===== src/rtl/rgb_pwm_sequencer.sv =====
// RGB LED driver sequencer: power-up/down around a settle interval, 3-ch PWM.
// Optional breathing brightness ramp enabled by defining RGB_BREATHE_EN.
module rgb_pwm_sequencer #(
  parameter int PRESCALE_W = 8,
  parameter int SETTLE_CYC = 64
) (
  input  logic       clk,
  input  logic       rst_n,
  input  logic       cfg_we,
  input  logic [2:0] cfg_addr,
  input  logic [7:0] cfg_wdata,
  output logic [2:0] rgb_pwm,
  output logic       rgbled_en,
  output logic       cbit_rgb_en,
  output logic       cbit_rgb_half_cur,
  output logic [1:0] seq_state
);

  localparam int SW = (SETTLE_CYC > 2) ? $clog2(SETTLE_CYC) : 1;
  localparam logic [SW-1:0] LAST = SW'(SETTLE_CYC - 1);

  typedef enum logic [1:0] {
    S_OFF    = 2'd0,
    S_SETTLE = 2'd1,
    S_RUN    = 2'd2,
    S_STOP   = 2'd3
  } state_t;

  state_t state;

  logic [2:0]            ctrl;
  logic [PRESCALE_W-1:0] presc;
  logic [2:0][7:0]       duty;
  logic [2:0][7:0]       duty_nx;
  logic [2:0][7:0]       duty_sh;
  logic [2:0][7:0]       eff;
  logic [7:0]            bstep;

  logic [SW-1:0]         scnt;
  logic [PRESCALE_W-1:0] pcnt;
  logic [7:0]            fcnt;
  logic                  tick;
  logic                  run_go;
  logic                  frame;

  assign seq_state = state;

  always_ff @(posedge clk or negedge rst_n) begin
    if (!rst_n) begin
      ctrl  <= '0;
      presc <= '0;
      duty  <= '0;
      bstep <= '0;
    end else if (cfg_we) begin
      case (cfg_addr)
        3'd0:    ctrl    <= cfg_wdata[2:0];
        3'd1:    presc   <= PRESCALE_W'(cfg_wdata);
        3'd2:    duty[0] <= cfg_wdata;
        3'd3:    duty[1] <= cfg_wdata;
        3'd4:    duty[2] <= cfg_wdata;
        3'd5:    bstep   <= cfg_wdata;
        default: ;
      endcase
    end
  end

  // A write coinciding with a shadow load must win, so bypass the register.
  always_comb begin
    duty_nx = duty;
    if (cfg_we) begin
      for (int n = 0; n < 3; n++) begin
        if (cfg_addr == 3'(n + 2)) duty_nx[n] = cfg_wdata;
      end
    end
  end

  assign tick   = (pcnt == presc);
  assign run_go = (state == S_SETTLE) && ctrl[0] && (scnt == LAST);
  assign frame  = (state == S_RUN) && ctrl[0] && tick && (fcnt == 8'hFF);

  always_ff @(posedge clk or negedge rst_n) begin
    if (!rst_n) begin
      duty_sh <= '0;
    end else if (run_go || frame) begin
      duty_sh <= duty_nx;
    end
  end

`ifdef RGB_BREATHE_EN
  logic [7:0]       bstep_nx;
  logic [7:0]       bstep_sh;
  logic [7:0]       bright;
  logic [7:0]       bcnt;
  logic             up;
  logic [7:0]       blev;
  logic [15:0]      scale;
  logic [2:0][15:0] prod;

  assign bstep_nx = (cfg_we && cfg_addr == 3'd5) ? cfg_wdata : bstep;
  assign blev     = ctrl[1] ? bright : 8'hFF;
  assign scale    = {8'd0, blev} + 16'd1;

  always_comb begin
    prod = '0;
    eff  = '0;
    for (int n = 0; n < 3; n++) begin
      prod[n] = {8'd0, duty_sh[n]} * scale;
      eff[n]  = prod[n][15:8];
    end
  end

  always_ff @(posedge clk or negedge rst_n) begin
    if (!rst_n) begin
      bstep_sh <= '0;
      bright   <= '0;
      bcnt     <= '0;
      up       <= 1'b1;
    end else if (run_go) begin
      bstep_sh <= bstep_nx;
      bright   <= '0;
      bcnt     <= '0;
      up       <= 1'b1;
    end else if (frame) begin
      bstep_sh <= bstep_nx;
      if (ctrl[1]) begin
        if (bcnt >= bstep_sh) begin
          bcnt <= '0;
          // Turn around one step early so the ramp touches 255 and 0 once.
          if (up) begin
            bright <= bright + 8'd1;
            if (bright == 8'hFE) up <= 1'b0;
          end else begin
            bright <= bright - 8'd1;
            if (bright == 8'h01) up <= 1'b1;
          end
        end else begin
          bcnt <= bcnt + 8'd1;
        end
      end
    end
  end
`else
  logic unused_cfg;
  assign unused_cfg = ^{bstep, ctrl[1]};
  assign eff        = duty_sh;
`endif

  always_ff @(posedge clk or negedge rst_n) begin
    if (!rst_n) begin
      state             <= S_OFF;
      scnt              <= '0;
      pcnt              <= '0;
      fcnt              <= '0;
      rgb_pwm           <= '0;
      rgbled_en         <= 1'b0;
      cbit_rgb_en       <= 1'b0;
      cbit_rgb_half_cur <= 1'b0;
    end else begin
      unique case (state)
        S_OFF: begin
          cbit_rgb_half_cur <= ctrl[2];
          if (ctrl[0]) begin
            state       <= S_SETTLE;
            scnt        <= '0;
            rgbled_en   <= 1'b1;
            cbit_rgb_en <= 1'b1;
          end
        end
        S_SETTLE: begin
          if (!ctrl[0]) begin
            state <= S_STOP;
            scnt  <= '0;
          end else if (scnt == LAST) begin
            state <= S_RUN;
            pcnt  <= '0;
            fcnt  <= '0;
          end else begin
            scnt <= scnt + 1'b1;
          end
        end
        S_RUN: begin
          if (!ctrl[0]) begin
            state   <= S_STOP;
            scnt    <= '0;
            rgb_pwm <= '0;
          end else begin
            for (int n = 0; n < 3; n++) begin
              rgb_pwm[n] <= (fcnt < eff[n]);
            end
            if (tick) begin
              pcnt <= '0;
              fcnt <= fcnt + 8'd1;
            end else begin
              pcnt <= pcnt + 1'b1;
            end
          end
        end
        S_STOP: begin
          if (scnt == LAST) begin
            state             <= S_OFF;
            rgbled_en         <= 1'b0;
            cbit_rgb_en       <= 1'b0;
            cbit_rgb_half_cur <= ctrl[2];
          end else begin
            scnt <= scnt + 1'b1;
          end
        end
      endcase
    end
  end

endmodule


===== config.mk =====
export PLATFORM = sky130hd
export DESIGN_NAME = rgb_pwm_sequencer
export DESIGN_NICKNAME = d
export VERILOG_FILES = /design/src/rtl/rgb_pwm_sequencer.sv
export SDC_FILE = /design/constraint.sdc
export NUM_CORES = 1
export LEC_CHECK = 0
export CAP_MARGIN = 10
export CORE_AREA = 2 2 99 120
export DETAILED_ROUTE_END_ITERATION = 10
export DIE_AREA = 0 0 101 122
export PLACE_DENSITY = 0.61
export SLEW_MARGIN = 10
export SYNTH_ARGS = -nofsm -noshare
export SYNTH_HDL_FRONTEND = slang
export SYNTH_SLANG_ARGS = --single-unit

===== constraint.sdc =====
create_clock -name clk -period 3.3 [get_ports clk]
set_input_delay 0.33 -clock clk [delete_from_list [all_inputs] [get_ports clk]]
set_output_delay 0.33 -clock clk [all_outputs]
set_load 0.005 [all_outputs]

==> results of run 1 <==
## registers in the layout, indices dropped and copies added, names as in the netlist
| signal | cells |
|---|---|
| pcnt | 8 |
| duty_sh | 24 |
| cbit_rgb_en | 1 |
| duty | 24 |
| seq_state | 2 |
| presc | 8 |
| cbit_rgb_half_cur | 1 |
| ctrl | 2 |
| rgb_pwm | 3 |
| fcnt | 8 |
| scnt | 6 |
## worst reg2reg max path: stages, from the launching register on
cell                      delay (ns)
sky130_fd_sc_hd__dfrtp_1        0.43
sky130_fd_sc_hd__inv_1          0.11
sky130_fd_sc_hd__ha_1           0.40
sky130_fd_sc_hd__inv_1          0.19
sky130_fd_sc_hd__o22ai_1        0.22
sky130_fd_sc_hd__nand2_1        0.29
sky130_fd_sc_hd__or4_1          0.59
sky130_fd_sc_hd__a21oi_1        0.16
## final cells by class
cell class	count	area (um2)
Inverter	28	105.1
Sequential cell	87	2177
Timing Repair Buffer	27	275.3
Tap cell	135	168.9
Multi-Input combinational cell	252	2059
Fill cell	1071	6173
Clock buffer	11	232.7
Clock inverter	5	106.4
## kinds of logic after synthesis
group | Yosys count
XOR/XNOR | 8
flip-flops | 87
adder cells (fa/ha/maj) | 28
AND/OR/NAND/NOR | 76
AO/OA/AOI/OAI | 78
multiplexers | 62
buffers and inverters | 37
## layout by cell type, fill, tap and decap left out, drive strengths merged, types with 2 or more instances in the layout
cell | Yosys | routed
o21ai | 25 | 25
nand4 | 3 | 3
clkdlybuf4s50 | 0 | 20
ha | 28 | 28
a41oi | 2 | 2
nor2 | 9 | 9
a22o | 6 | 6
o2111ai | 3 | 3
bufinv | 0 | 3
or3 | 2 | 2
inv | 28 | 28
a211oi | 3 | 3
nand2 | 25 | 25
and3 | 6 | 6
a21oi | 18 | 18
clkbuf | 4 | 11
nor3 | 3 | 3
mux2 | 61 | 61
xnor2 | 8 | 8
nand3 | 8 | 8
nor4bb | 2 | 2
o311ai | 3 | 3
buf | 5 | 6
dfrtp | 87 | 87
a21o | 7 | 7
nand2b | 5 | 5
a2111oi | 3 | 3
or4 | 3 | 3
nand4b | 2 | 2
nor2b | 5 | 5
o31ai | 3 | 3
## power by group
group	switching (mW)	total, mW	leakage (nW)	internal [mW]
combinational	0.373	0.709	0.949	0.336
sequential	0.111	1.33	1.13	1.22
clock	0.413	1.15	0.160	0.742
## path summary, 6_finish.rpt
check                        startpoint          to  slack (ns)  cells past startpoint
min                               rst_n     ctrl[2]        0.45                      2
min in group clk               duty[12]    duty[12]        0.49                      1
max reg2reg                seq_state[0]     fcnt[4]        0.85                      7
max in group asynchronous         rst_n  duty_sh[3]        2.23                      3
min reg2reg                    duty[12]    duty[12]        0.49                      1
max                        seq_state[0]     fcnt[4]        0.85                      7
## metrics by stage
step	hold slack (ns)	instances	cell area, um2	setup WS, ns
global route	0.4815	545	5125	0.6729
CTS	0.2587	543	5087	0.8173
global placement	0.4765	527	4748	0.8745
detailed placement	0.4799	527	4748	0.8347
floorplan	0.03441	376	4372	1.222
finish	0.4456	545	5125	0.8497
## routing by layer
metal  track usage  vias up
li1              -     1424
met1        0.2130     1500
met2        0.2863       30
met3       0.01893       14
met4       0.06757        0
met5             0        -
==> impl_metrics.ini, run 1 <==
[outcome]
outcome = finished clean

[sta]
report.final.setup_viol = 0
report.final.slew_viol_count = 0
slew_headroom = 0.4967
fin_crit_sh = 0.7425
grt_setup_unrepaired = no
finalHoldViolations = 0
max_freq_mhz = 408.1
finalClockSkew_ns = 0.007426
final_period_demand_of_the_worst_path_ns = 2.450
tightestPinTransition_ns = 0.7508
fin_setup_tns_ns = 0

[final_layout]
nets = 447
utilization = 0.4536
post_route_cells_drive_above_1_share = 0.2098
synthToLayoutAreaGrowth_pct = 17.23
num_antenna_cells = 0

[route]
detailedRoute.firstPassIterationCount = 4
wl_met2_mm = 4.653
met3RoutedLength_um = 169
detail_route.wirelength.met1_mm = 4.175
route.vias.total = 2968
wl_mm = 9.218
drc = 0
drt_iter0_markers = 121
drt-vias-per-instance = 5.446
per_cell_routed_wire_length_um = 16.91
drt.antenna.violating_nets = 0
dr.max_layer_used = met4

[yosys]
yosysTopAreaCell = sky130_fd_sc_hd__dfrtp_1
synth_adder_area_share = 0.08014
postSynthNetCount = 418
synth.cell_area_um2 = 4372
synth_largest_type_area_fraction = 0.4980
synth.lib_cells_used.distinct = 41
dominant_combinational_cell_family_by_area_after_synthesis = multiplexers
yosys.cell_count.top_type = sky130_fd_sc_hd__dfrtp_1
post_synth.cell_area_avg_um2 = 11.63
synth-seq-cells = 87
cells_after_synthesis = 376
fraction_of_the_mapped_netlist_area_in_compound_gates = 0.1208
async_flop_share = 1.000
post_synth_and_or_nand_nor_area_fraction = 0.09187
synth_commonest_cells = sky130_fd_sc_hd__dfrtp_1 (87), sky130_fd_sc_hd__mux2_2 (61), sky130_fd_sc_hd__ha_1 (28), sky130_fd_sc_hd__inv_1 (28), sky130_fd_sc_hd__nand2_1 (25)
dominantRegCellSynth = sky130_fd_sc_hd__dfrtp_1
netlist_top_cells_area = sky130_fd_sc_hd__dfrtp_1 (50%), sky130_fd_sc_hd__mux2_2 (16%), sky130_fd_sc_hd__ha_1 (8.0%), sky130_fd_sc_hd__o21ai_0 (2.7%), sky130_fd_sc_hd__inv_1 (2.4%)
synth-edff-count = 0
synth-xor-area-share = 0.01603
sequential_to_total_area_share_from_yosys_stat = 0.4980
synth_warnings = 0
post_synth_mux_area_share = 0.1594

[pwr]
ir_drop_v = 0.0002445
p_leak_nw = 2.239
total_power_mw = 3.197
power_density_nw_per_um2 = 623.9

[floorplanning]
placement_rows = 43
die-area_um2 = 12320
ios = 22
core_area_um2 = 11300
dieHeight_um = 122
horizontal_die_dimension_um = 101
floorplan.initialDensity = 0.3869

[clock_network]
htree_levels = 3
cts.reportedPaths.clkPinSlew_ns = 0.06
clock_tree_from_tritoncts = built
cts.path.max_buffers = 2
cts_hold_buf = 0
insertion_delay_ns = 0.34
post_cts_resized = 0
number_of_post_cts_setup_repair_buffers = 0
clock_sink_count = 87
clk_root_buffer_cell = sky130_fd_sc_hd__clkbuf_16
cts_inserted_buffers = 9

[critical_path]
worst_path_max_fanout = 12
cp_common_cell = sky130_fd_sc_hd__inv_1
worst-path-buf-inv = 2
slowest_stage_delay_on_critical_path_ns = 0.59
cp_data_arrival_time_ns = 2.71
cp-end-kind = flop
worst_path_dominant_cell_family = simple AND/OR/NAND/NOR gates
timing.critical_path.slowest_stage_cell = sky130_fd_sc_hd__or4_1
timing.setup.critical_path_class = flop to flop
worst-endpoint-required_ns = 3.56
cp-start-kind = flop
timing.critical_path.cells = inv_1 -> ha_1 -> inv_1 -> o22ai_1 -> nand2_1 -> or4_1 -> a21oi_1

[flow_run]
max_cap_violations = 0

[placement]
hpwlAfterDp_mm = 6.398
placer_congestion_estimate = 0.7792
buffer_ports.inserted = 21

[global_routing]
grt_max_degree = 88
antenna_found_initial = 0
grt_pass1_vias = 3124
grt_total_usage = 0.1665
grt_first_pass_wirelength_mm = 15.89
overflow = 0

[worst_hold_path]
class_of_the_tightest_hold_or_removal_check = input port to asynchronous set/reset pin
Note: power is estimated with default switching activity, not from simulation.
==> run 2, diff against run 1 <==
--- a/config.mk
+++ b/config.mk
@@ -9,7 +9,7 @@
 export CORE_AREA = 2 2 99 120
 export DETAILED_ROUTE_END_ITERATION = 10
 export DIE_AREA = 0 0 101 122
-export PLACE_DENSITY = 0.61
+export PLACE_DENSITY = 0.63
 export SLEW_MARGIN = 10
 export SYNTH_ARGS = -nofsm -noshare
 export SYNTH_HDL_FRONTEND = slang
==> constraint.sdc (replaced) <==
create_clock -name clk -period 2.1 [get_ports clk]
set_input_delay 0.21 -clock clk [delete_from_list [all_inputs] [get_ports clk]]
set_output_delay 0.21 -clock clk [all_outputs]
set_load 0.005 [all_outputs]
==> run 2 against run 1 <==
Effect of this change:
- clock skew down 0.0026 ns
- fmax up 21%
- highest routed layer unchanged
- register-to-register slack got worse by 0.77 ns
- via count is 3.8% higher
- largest cell class unchanged
- worst setup slack got worse by 0.77 ns
- sequential power is 59% higher
- total power is 53% higher
- die area did not move
- first-iteration DRC count up 5.0%
==> impl_metrics.ini, run 2 (same netlist as run 1, synthesis figures left out) <==
[floorplanning]
floorplan.initialDensity = 0.3869
ios = 22
core_area_um2 = 11300
placement_rows = 43
dieHeight_um = 122
horizontal_die_dimension_um = 101
die-area_um2 = 12320

[route]
drt_iter0_markers = 127
drt.antenna.violating_nets = 0
per_cell_routed_wire_length_um = 16.69
wl_mm = 9.465
drt-vias-per-instance = 5.436
detailedRoute.firstPassIterationCount = 4
route.vias.total = 3082
drc = 0

[final_layout]
num_antenna_cells = 0
reg_top3 = duty: 24 flops, duty_sh: 24 flops
nets = 470
synthToLayoutAreaGrowth_pct = 21.32
layout.cells.most_common = sky130_fd_sc_hd__dfrtp_1
final_design_area_no_fill_um2 = 5304
multiInputGateArea_um2 = 2142
post_route_cells_drive_above_1_share = 0.2824
layout.cells.non_filler = 567
fill_cells = 1039
layout.area.seq_um2 = 2178
layout.cells.most_common_list = sky130_fd_sc_hd__dfrtp_1 (86), sky130_fd_sc_hd__mux2_2 (61), sky130_fd_sc_hd__inv_1 (28), sky130_fd_sc_hd__ha_1 (28), sky130_fd_sc_hd__buf_4 (26)

[clock_network]
cts.reportedPaths.clkPinSlew_ns = 0.06
clock_tree_from_tritoncts = built
clock_sink_count = 87
cts_inserted_buffers = 9
insertion_delay_ns = 0.34
cts.path.max_buffers = 2
htree_levels = 3
clk_root_buffer_cell = sky130_fd_sc_hd__clkbuf_16

[critical_path]
cp_data_arrival_time_ns = 2.28
worst-endpoint-required_ns = 2.36
cp-start-kind = flop
reg2reg_depth = 5
slowest_stage_delay_on_critical_path_ns = 0.51
timing.critical_path.cells = xnor2_1 -> nand2_2 -> o41a_1 -> or4_1 -> a21oi_1
timing.setup.critical_path_class = flop to flop
timing.critical_path.slowest_stage_cell = sky130_fd_sc_hd__o41a_1
worst_path_max_fanout = 5
cp-end-kind = flop

[sta]
report.final.slew_viol_count = 0
worst_hold_slack_ns = 0.4567
report.final.setup_viol = 0
finalClockSkew_ns = 0.004787
final_period_demand_of_the_worst_path_ns = 2.021
finalHoldViolations = 0
slew_headroom = 0.5545
fin_setup_tns_ns = 0
fin_crit_sh = 0.9623
tightestPinTransition_ns = 0.6683
max_freq_mhz = 494.8

[placement]
buffer_ports.inserted = 21
placer_congestion_estimate = 0.8231
hpwlAfterDp_mm = 6.881
post_dp_cell_area_um2 = 4908
placed_cells_incl_taps = 545

[pwr]
p_leak_nw = 2.347
power_density_nw_per_um2 = 919.9
ir_drop_v = 0.0003696

[global_routing]
grt_pass1_vias = 3173
grt_total_usage = 0.1644
grt_first_pass_wirelength_mm = 15.59
overflow = 0
grt_max_degree = 55
antenna_found_initial = 0

[flow_run]
max_cap_violations = 0

[worst_hold_path]
class_of_the_tightest_hold_or_removal_check = input port to asynchronous set/reset pin

[outcome]
outcome = finished clean
-- run 2: changes by cell type in the layout (fill, tap and decap cells not counted), moves of 3 or more --
cell                        change
sky130_fd_sc_hd__buf_4         +21
sky130_fd_sc_hd__bufinv_16      -3
sky130_fd_sc_hd__clkinv_2       +3
sky130_fd_sc_hd__nand2_1        -5
sky130_fd_sc_hd__nand2_2        +5
sky130_fd_sc_hd__xnor2_1        -5
sky130_fd_sc_hd__xnor2_2        +5
-- run 2: worst paths after layout --
path / startpoint / slack [ns] / to
worst max-delay path: pcnt[6] / 0.08 / fcnt[4]
worst min-delay path: rst_n / 0.46 / presc[2]
worst min register to register: duty[14] / 0.49 / duty[14]
worst max register to register: pcnt[6] / 0.08 / fcnt[4]
min in group clk: duty[14] / 0.49 / duty[14]
max in group asynchronous: rst_n / 0.93 / pcnt[4]
-- run 2: area by class of cell --
| type | instances | area share |
|---|---|---|
| multi-input combinational | 253 | 0.4039 |
| timing repair buffer | 49 | 0.08398 |
| tap | 135 | 0.03185 |
| clock inverter | 6 | 0.007313 |
| clock buffer | 9 | 0.04246 |
| inverter | 28 | 0.01982 |
| sequential | 87 | 0.4107 |
-- run 2: through the flow --
step / worst slack (ns) / power (mW) / utilization
2_1_floorplan: 0.02245 / 2.821 / -
3_3_place_gp: 0.04295 / 3.288 / 0.4344
3_5_place_dp: 0.03421 / 3.337 / 0.4344
4_1_cts: 0.03073 / 4.792 / 0.4587
5_1_grt: -0.03346 / 5.154 / 0.4694
6_report: 0.07907 / 4.879 / 0.4694
-- run 2: repair_timing --
item	4_1_cts	5_1_grt
buffers inserted	0	5
hold buffers	1	0
endpoints found under the hold margin	52	0
resized for setup	0	14
endpoints found under the setup margin	0	30
-- run 2: critical path: cells and delay by family (launching register included) --
kind / cells / cell delay (ns)
compound gates: 2 / 0.67
xor+xnor: 1 / 0.22
flops: 1 / 0.42
simple gates: 2 / 0.63
-- run 2: report_power, final --
| part | switching [mW] | leakage, nW | total (mW) | internal, mW |
|---|---|---|---|---|
| Combinational | 0.658 | 1.09 | 1.33 | 0.669 |
| Clock | 0.653 | 0.127 | 1.44 | 0.790 |
| Sequential | 0.186 | 1.13 | 2.11 | 1.92 |
-- run 2: routing by layer --
layer	vias to the layer above	track usage	share of wire
met5	-	0	0
met4	0	0.06250	0.022
met3	17	0.03041	0.024
met2	37	0.2829	0.52
met1	1559	0.2045	0.44
li1	1469	-	-
